`src/rtl/audiox_pkg.sv`:
```
// audiox_pkg: shared FSM state, port-select and register-index definitions
package audiox_pkg;

    typedef enum logic {ST_IDLE, ST_LOCK_B} arb_state_e;
    typedef enum logic {PORT_A, PORT_B} port_e;

    localparam int unsigned ZERO = 0;
    localparam int unsigned SP   = 1;
    localparam int unsigned RA   = 2;
    localparam int unsigned T0   = 3;
    localparam int unsigned T1   = 4;
    localparam int unsigned T2   = 5;
    localparam int unsigned T3   = 6;
    localparam int unsigned S0   = 7;
    localparam int unsigned S1   = 8;
    localparam int unsigned S2   = 9;
    localparam int unsigned S3   = 10;
    localparam int unsigned P0   = 11;
    localparam int unsigned P1   = 12;
    localparam int unsigned P2   = 13;
    localparam int unsigned P3   = 14;
    localparam int unsigned P4   = 15;

endpackage

```
`src/rtl/rf_write_arbiter_if.sv`:
```
// rf_write_arbiter_if: two valid/ready write-request ports (A core writeback, B sample loader)
interface rf_write_arbiter_if #(
    parameter int DATA_W = 24,
    parameter int IDX_W  = 4
);
    logic              a_valid;
    logic              a_ready;
    logic [IDX_W-1:0]  a_index;
    logic [DATA_W-1:0] a_data;
    logic              b_valid;
    logic              b_ready;
    logic [IDX_W-1:0]  b_index;
    logic [DATA_W-1:0] b_data;
    logic              b_lock;

    modport master (
        output a_valid, a_index, a_data, b_valid, b_index, b_data, b_lock,
        input  a_ready, b_ready
    );

    modport slave (
        input  a_valid, a_index, a_data, b_valid, b_index, b_data, b_lock,
        output a_ready, b_ready
    );
endinterface

```
`src/rtl/rf_wr_rr_sel.sv`:
```
// rf_wr_rr_sel: round-robin tie-break plus port-B burst lock; produces the two readies
module rf_wr_rr_sel
    import audiox_pkg::*;
#(
    parameter int BURST_MAX = 4
) (
    input  logic clk,
    input  logic rst_n,
    input  logic a_valid,
    input  logic b_valid,
    input  logic b_lock,
    output logic a_ready,
    output logic b_ready
);
    arb_state_e state_q, state_d;
    port_e      last_q, last_d;
    logic [3:0] burst_q, burst_d;
    logic       idle;

    // Grant: readies never depend on the other side's ready, and are held low during reset
    always_comb begin
        idle    = state_q == ST_IDLE;
        a_ready = rst_n && a_valid && idle && (!b_valid || last_q == PORT_B);
        b_ready = rst_n && b_valid && (!idle || !a_valid || last_q == PORT_A);
    end

    // Next state: lock entry on a locked B beat, lock exit leaves last_grant at B so A wins next tie
    always_comb begin
        state_d = state_q;
        last_d  = last_q;
        burst_d = burst_q;
        if (idle) begin
            if (a_ready) last_d = PORT_A;
            if (b_ready) begin
                last_d = PORT_B;
                if (b_lock && BURST_MAX > 1) begin
                    state_d = ST_LOCK_B;
                    burst_d = 4'd1;
                end
            end
        end else if (!b_valid || !b_lock || burst_q + 4'd1 == 4'(BURST_MAX)) begin
            state_d = ST_IDLE;
            last_d  = PORT_B;
            burst_d = '0;
        end else begin
            burst_d = burst_q + 4'd1;
        end
    end

    // Arbitration state registers
    always_ff @(posedge clk or negedge rst_n) begin
        if (!rst_n) begin
            state_q <= ST_IDLE;
            last_q  <= PORT_B;
            burst_q <= '0;
        end else begin
            state_q <= state_d;
            last_q  <= last_d;
            burst_q <= burst_d;
        end
    end
endmodule

```
`src/rtl/rf_write_arbiter.sv`:
```
// rf_write_arbiter: merges two write requesters onto one registered register-file write port
module rf_write_arbiter
    import audiox_pkg::*;
#(
    parameter int DATA_W    = 24,
    parameter int IDX_W     = 4,
    parameter int BURST_MAX = 4
) (
    input  logic                clk,
    input  logic                rst_n,
    rf_write_arbiter_if.slave   req,
    output logic                rf_write_enable,
    output logic [IDX_W-1:0]    rf_write_index,
    output logic [DATA_W-1:0]   rf_write_data,
    output logic [7:0]          zero_drop_cnt
);
    logic              acc;
    logic [IDX_W-1:0]  idx;
    logic [DATA_W-1:0] data;
    logic              wr_en_q, wr_en_d;
    logic [IDX_W-1:0]  wr_idx_q, wr_idx_d;
    logic [DATA_W-1:0] wr_data_q, wr_data_d;
    logic [7:0]        zcnt_q, zcnt_d;

    rf_wr_rr_sel #(.BURST_MAX(BURST_MAX)) u_sel (
        .clk     (clk),
        .rst_n   (rst_n),
        .a_valid (req.a_valid),
        .b_valid (req.b_valid),
        .b_lock  (req.b_lock),
        .a_ready (req.a_ready),
        .b_ready (req.b_ready)
    );

    // Select the accepted beat; index-0 beats are dropped and counted instead of written
    always_comb begin
        acc       = req.a_ready || req.b_ready;
        idx       = req.a_ready ? req.a_index : req.b_index;
        data      = req.a_ready ? req.a_data : req.b_data;
        wr_en_d   = acc && idx != IDX_W'(ZERO);
        wr_idx_d  = acc ? idx : wr_idx_q;
        wr_data_d = acc ? data : wr_data_q;
        zcnt_d    = (acc && idx == IDX_W'(ZERO) && zcnt_q != 8'hFF) ? zcnt_q + 8'd1 : zcnt_q;
    end

    // Write-port and drop-counter registers; reset also cancels any in-flight write
    always_ff @(posedge clk or negedge rst_n) begin
        if (!rst_n) begin
            wr_en_q   <= 1'b0;
            wr_idx_q  <= '0;
            wr_data_q <= '0;
            zcnt_q    <= '0;
        end else begin
            wr_en_q   <= wr_en_d;
            wr_idx_q  <= wr_idx_d;
            wr_data_q <= wr_data_d;
            zcnt_q    <= zcnt_d;
        end
    end

    assign rf_write_enable = wr_en_q;
    assign rf_write_index  = wr_idx_q;
    assign rf_write_data   = wr_data_q;
    assign zero_drop_cnt   = zcnt_q;
endmodule

```
`src/flat_wrapper.sv`:
```
// flat-port wrapper written by rule: the top's interface ports become plain ports
module rf_write_arbiter_flat import audiox_pkg::*;
#(
    parameter int DATA_W    = 24,
    parameter int IDX_W     = 4,
    parameter int BURST_MAX = 4
)
  (clk, rst_n, rf_write_enable, rf_write_index, rf_write_data, zero_drop_cnt, req_a_valid, req_a_index, req_a_data, req_b_valid, req_b_index, req_b_data, req_b_lock, req_a_ready, req_b_ready);
  rf_write_arbiter_if #(.DATA_W(DATA_W), .IDX_W(IDX_W)) req_i ();
  input  logic clk;
  input  logic rst_n;
  output logic rf_write_enable;
  output logic [IDX_W-1:0] rf_write_index;
  output logic [DATA_W-1:0] rf_write_data;
  output logic [7:0] zero_drop_cnt;
  input wire logic [$bits(req_i.a_valid)-1:0] req_a_valid;
  input wire logic [$bits(req_i.a_index)-1:0] req_a_index;
  input wire logic [$bits(req_i.a_data)-1:0] req_a_data;
  input wire logic [$bits(req_i.b_valid)-1:0] req_b_valid;
  input wire logic [$bits(req_i.b_index)-1:0] req_b_index;
  input wire logic [$bits(req_i.b_data)-1:0] req_b_data;
  input wire logic [$bits(req_i.b_lock)-1:0] req_b_lock;
  output wire logic [$bits(req_i.a_ready)-1:0] req_a_ready;
  output wire logic [$bits(req_i.b_ready)-1:0] req_b_ready;
  assign req_i.a_valid = req_a_valid;
  assign req_i.a_index = req_a_index;
  assign req_i.a_data = req_a_data;
  assign req_i.b_valid = req_b_valid;
  assign req_i.b_index = req_b_index;
  assign req_i.b_data = req_b_data;
  assign req_i.b_lock = req_b_lock;
  assign req_a_ready = req_i.a_ready;
  assign req_b_ready = req_i.b_ready;
  rf_write_arbiter #(.DATA_W(DATA_W), .IDX_W(IDX_W), .BURST_MAX(BURST_MAX)) u_core (.clk(clk), .rst_n(rst_n), .req(req_i), .rf_write_enable(rf_write_enable), .rf_write_index(rf_write_index), .rf_write_data(rf_write_data), .zero_drop_cnt(zero_drop_cnt));
endmodule
```
`config.mk`:
```
export PLATFORM = sky130hd
export DESIGN_NAME = rf_write_arbiter_flat
export DESIGN_NICKNAME = d
export VERILOG_FILES = /design/src/rtl/audiox_pkg.sv /design/src/rtl/rf_write_arbiter_if.sv /design/src/rtl/rf_wr_rr_sel.sv /design/src/rtl/rf_write_arbiter.sv /design/src/flat_wrapper.sv
export SDC_FILE = /design/constraint.sdc
export NUM_CORES = 1
export LEC_CHECK = 0
export BUFFER_PORTS_ARGS = -buffer_cell sky130_fd_sc_hd__clkbuf_2
export CAP_MARGIN = 20
export CORE_ASPECT_RATIO = 1.75
export CORE_MARGIN = 2
export CORE_UTILIZATION = 43
export CTS_CLUSTER_DIAMETER = 120
export CTS_CLUSTER_SIZE = 20
export DETAILED_ROUTE_END_ITERATION = 10
export PLACE_DENSITY = 0.76
export SYNTH_ARGS = -nofsm -noshare
export SYNTH_HDL_FRONTEND = slang
export SYNTH_SLANG_ARGS = --single-unit
```
`constraint.sdc`:
```
create_clock -name clk -period 4.2 [get_ports clk]
set_input_delay 0.84 -clock clk [delete_from_list [all_inputs] [get_ports clk]]
set_output_delay 0.84 -clock clk [all_outputs]
set_load 0.005 [all_outputs]
```
==> flow_summary.yaml <==
logic_synthesis:
  synth-seq-area-share: 0.545
  synthCells: 204
  syn_avg_cell_area_sq_um: 9.70
  synth_area_leaders: "dfrtp_1 53%, nor2_1 9.3%, o22ai_1 7.9%"
  ys.flop_type: "dfrtp_1"
  async_flop_share: 1.00
  yosysTopAreaCell: "dfrtp_1"
  yosys_warnings: 0
  synth_cell_types: 29
  ys_ff_latch: 43
  netlist_top_cells_count: "49 x nor2_1, 42 x dfrtp_1, 25 x o22ai_1"
  synthMostInstantiatedCell: "nor2_1"
  synth_top_area_share: 0.531
  syn_nets: 268
  synth_edf_count: 0
  netlist_area_sq_mm: 0.00198
final_layout:
  register_area_sq_mm: 0.00108
  antenna_cells: 0
  fin_nets: 367
  multi_input_area_sq_um: 848
  final_util: 0.590
  n_fill_cell: 434
  syn_to_final_growth_pct: 31.4
  instances_no_fill: 355
  drive_above_1_share: 0.378
grt:
  grt_pass1_vias: 1786
  grt_use_total: 0.187
  gr-total-overflow: 0
  grt.busiest_layer: "met2"
  use_met2: 0.346
  use_met1: 0.198
  antenna_found_initial: 0
  gr-usage-met3: 0.0386
  grt_pass1_wl_um: 7680
  grt_max_degree: 31
setup_path:
  crit_path_max_fanout: 25
  arrival_ns: 2.34
  critPathKind: "in2out"
  required_ns: 3.36
  cp-start-kind: "primary input"
  critPathCaptureType: "output pin"
place:
  placed_cells: 347
  gp_congestion: 0.791
  hpwlAfterDp_um: 3720
  io_buffer_count: 99
power_and_ir_drop:
  pwr-share-clk: 0.244
  seqPwrFrac: 0.531
  p_int_mw: 0.708
  p_leak_nw: 1.34
  ir_drop_uv: 343
  switchingPower_mw: 0.300
  power_mw: 1.01
  swShare: 0.298
  power_density_mw_per_mm2: 388
  comb_power_share: 0.225
detailed_routing:
  drtIter0Drc: 57
  wl_per_cell_um: 13.4
  antenna_left: 0
  num_vias: 1846
  firstDrtPassIters: 4
  drc: 0
  totalWireLength_um: 4770
  vias_per_cell: 5.20
cts:
  cts_root_buffer: "clkbuf_8"
  hold_buffers: 0
  clock_latency_ns: 0.28
  cts_buffer_depth: 2
  cts_tree: "done"
  h-tree-depth: 2
  cts_sinks: 43
  cts_setup_buffers: 0
  cts_resized: 0
  cts.clk_slew.worst_paths_ns: 0.08
  numCtsBuffers: 5
sta:
  fmax_mhz: 314
  finClkSkew_ns: 0.00414
  tightest_slew_ns: 0.962
  fin_crit_sh: 0.757
  grt_setup_unrepaired: "no"
  finalHoldViolCount: 0
  slew_headroom: 0.352
  fin_setup_tns_ns: 0
  slew_violations: 0
  period_minus_slack_ns: 3.18
  finalSetupViolations: 0
hold_path:
  hold_path_class: "reg2reg"
floorplanning:
  die-width_um: 55.3
  num_rows: 32
  core_sq_mm: 0.00440
  boundaryPins: 100
  dieHeight_um: 93.7
  initial_core_util: 0.449
  die-area_sq_mm: 0.00518
flow_run:
  maxCapViolCount: 0
status:
  status: "complete, no violations"
registers in the layout (all words and copies together) (netlist names):
register	flops
u_core.rf_write_data	24
u_core.rf_write_enable	1
u_core.rf_write_index	4
u_core.u_sel.burst_q	4
u_core.u_sel.last_q	1
u_core.u_sel.state_q	1
u_core.zero_drop_cnt	8
logic make-up after synthesis:
| family | share of synthesized area |
|---|---|
| multiplexers | 0.0544 |
| flip-flops | 0.545 |
| AND/OR/NAND/NOR | 0.201 |
| XOR/XNOR | 0.0221 |
| AO/OA/AOI/OAI | 0.133 |
| buffers and inverters | 0.0266 |
| adder cells (fa/ha/maj) | 0.0190 |
path summary, 6_finish.rpt:
kind / startpoint / to / slack [ns] / cells past startpoint
hold / removal: u_core.u_sel.last_q / u_core.u_sel.last_q / 0.48 / 2
min in group asynchronous: rst_n / u_core.u_sel.burst_q[2] / 0.51 / 1
hold reg to reg: u_core.u_sel.last_q / u_core.u_sel.last_q / 0.48 / 2
setup reg to reg: u_core.u_sel.state_q / u_core.zero_drop_cnt[6] / 1.97 / 5
max in group asynchronous: rst_n / u_core.u_sel.last_q / 2.91 / 2
setup / recovery: rst_n / req_b_ready / 1.02 / 5
final cells by class:
type | count | area share
flip-flops and latches | 43 | 0.414
multi-input cells | 148 | 0.326
repair buffers | 101 | 0.196
clock buffers | 6 | 0.0279
well taps | 51 | 0.0245
inverters | 4 | 0.00577
clock inverters | 2 | 0.00481
layout by cell type (no fill, tap or decap), types with 4 or more instances in the layout:
cell,instances
clkbuf_2,99
inv_1,4
clkbuf_8,5
xor2_1,4
o21ai_0,10
mux2i_1,4
dfrtp_1,42
nor2_1,49
o22ai_1,25
nand2_1,16
nand3_1,5
nor4_1,5
nand2b_1,4
metal layers:
metal | routed length, um | up-vias
li1 | - | 911
met1 | 1710 | 856
met2 | 2700 | 66
met3 | 241 | 13
met4 | 126 | 0
met5 | 0 | -
through the flow:
step / worst slack (ns) / area, sq um / hold WS (ns)
floorplan: 1.71 / 1980 / 0.439
global placement: 1.02 / 2510 / 0.456
detailed placement: 1.00 / 2510 / 0.472
CTS: 1.01 / 2600 / 0.485
global route: 0.842 / 2600 / 0.523
finish: 1.02 / 2600 / 0.480
power by group through the flow:
stage	sequential [mW]	clock, mW	combinational, mW
5_1_grt	0.545	0.274	0.257
2_1_floorplan	0.539	0	0.103
3_5_place_dp	0.543	0	0.230
3_3_place_gp	0.541	0	0.225
6_report	0.535	0.246	0.226
4_1_cts	0.535	0.260	0.231
critical path: stages:
cell      delay (ns)
clkbuf_2        0.32
nand2_1         0.15
a21o_1          0.62
inv_1           0.23
clkbuf_2        0.17
Power figures use the tool's default switching activity.
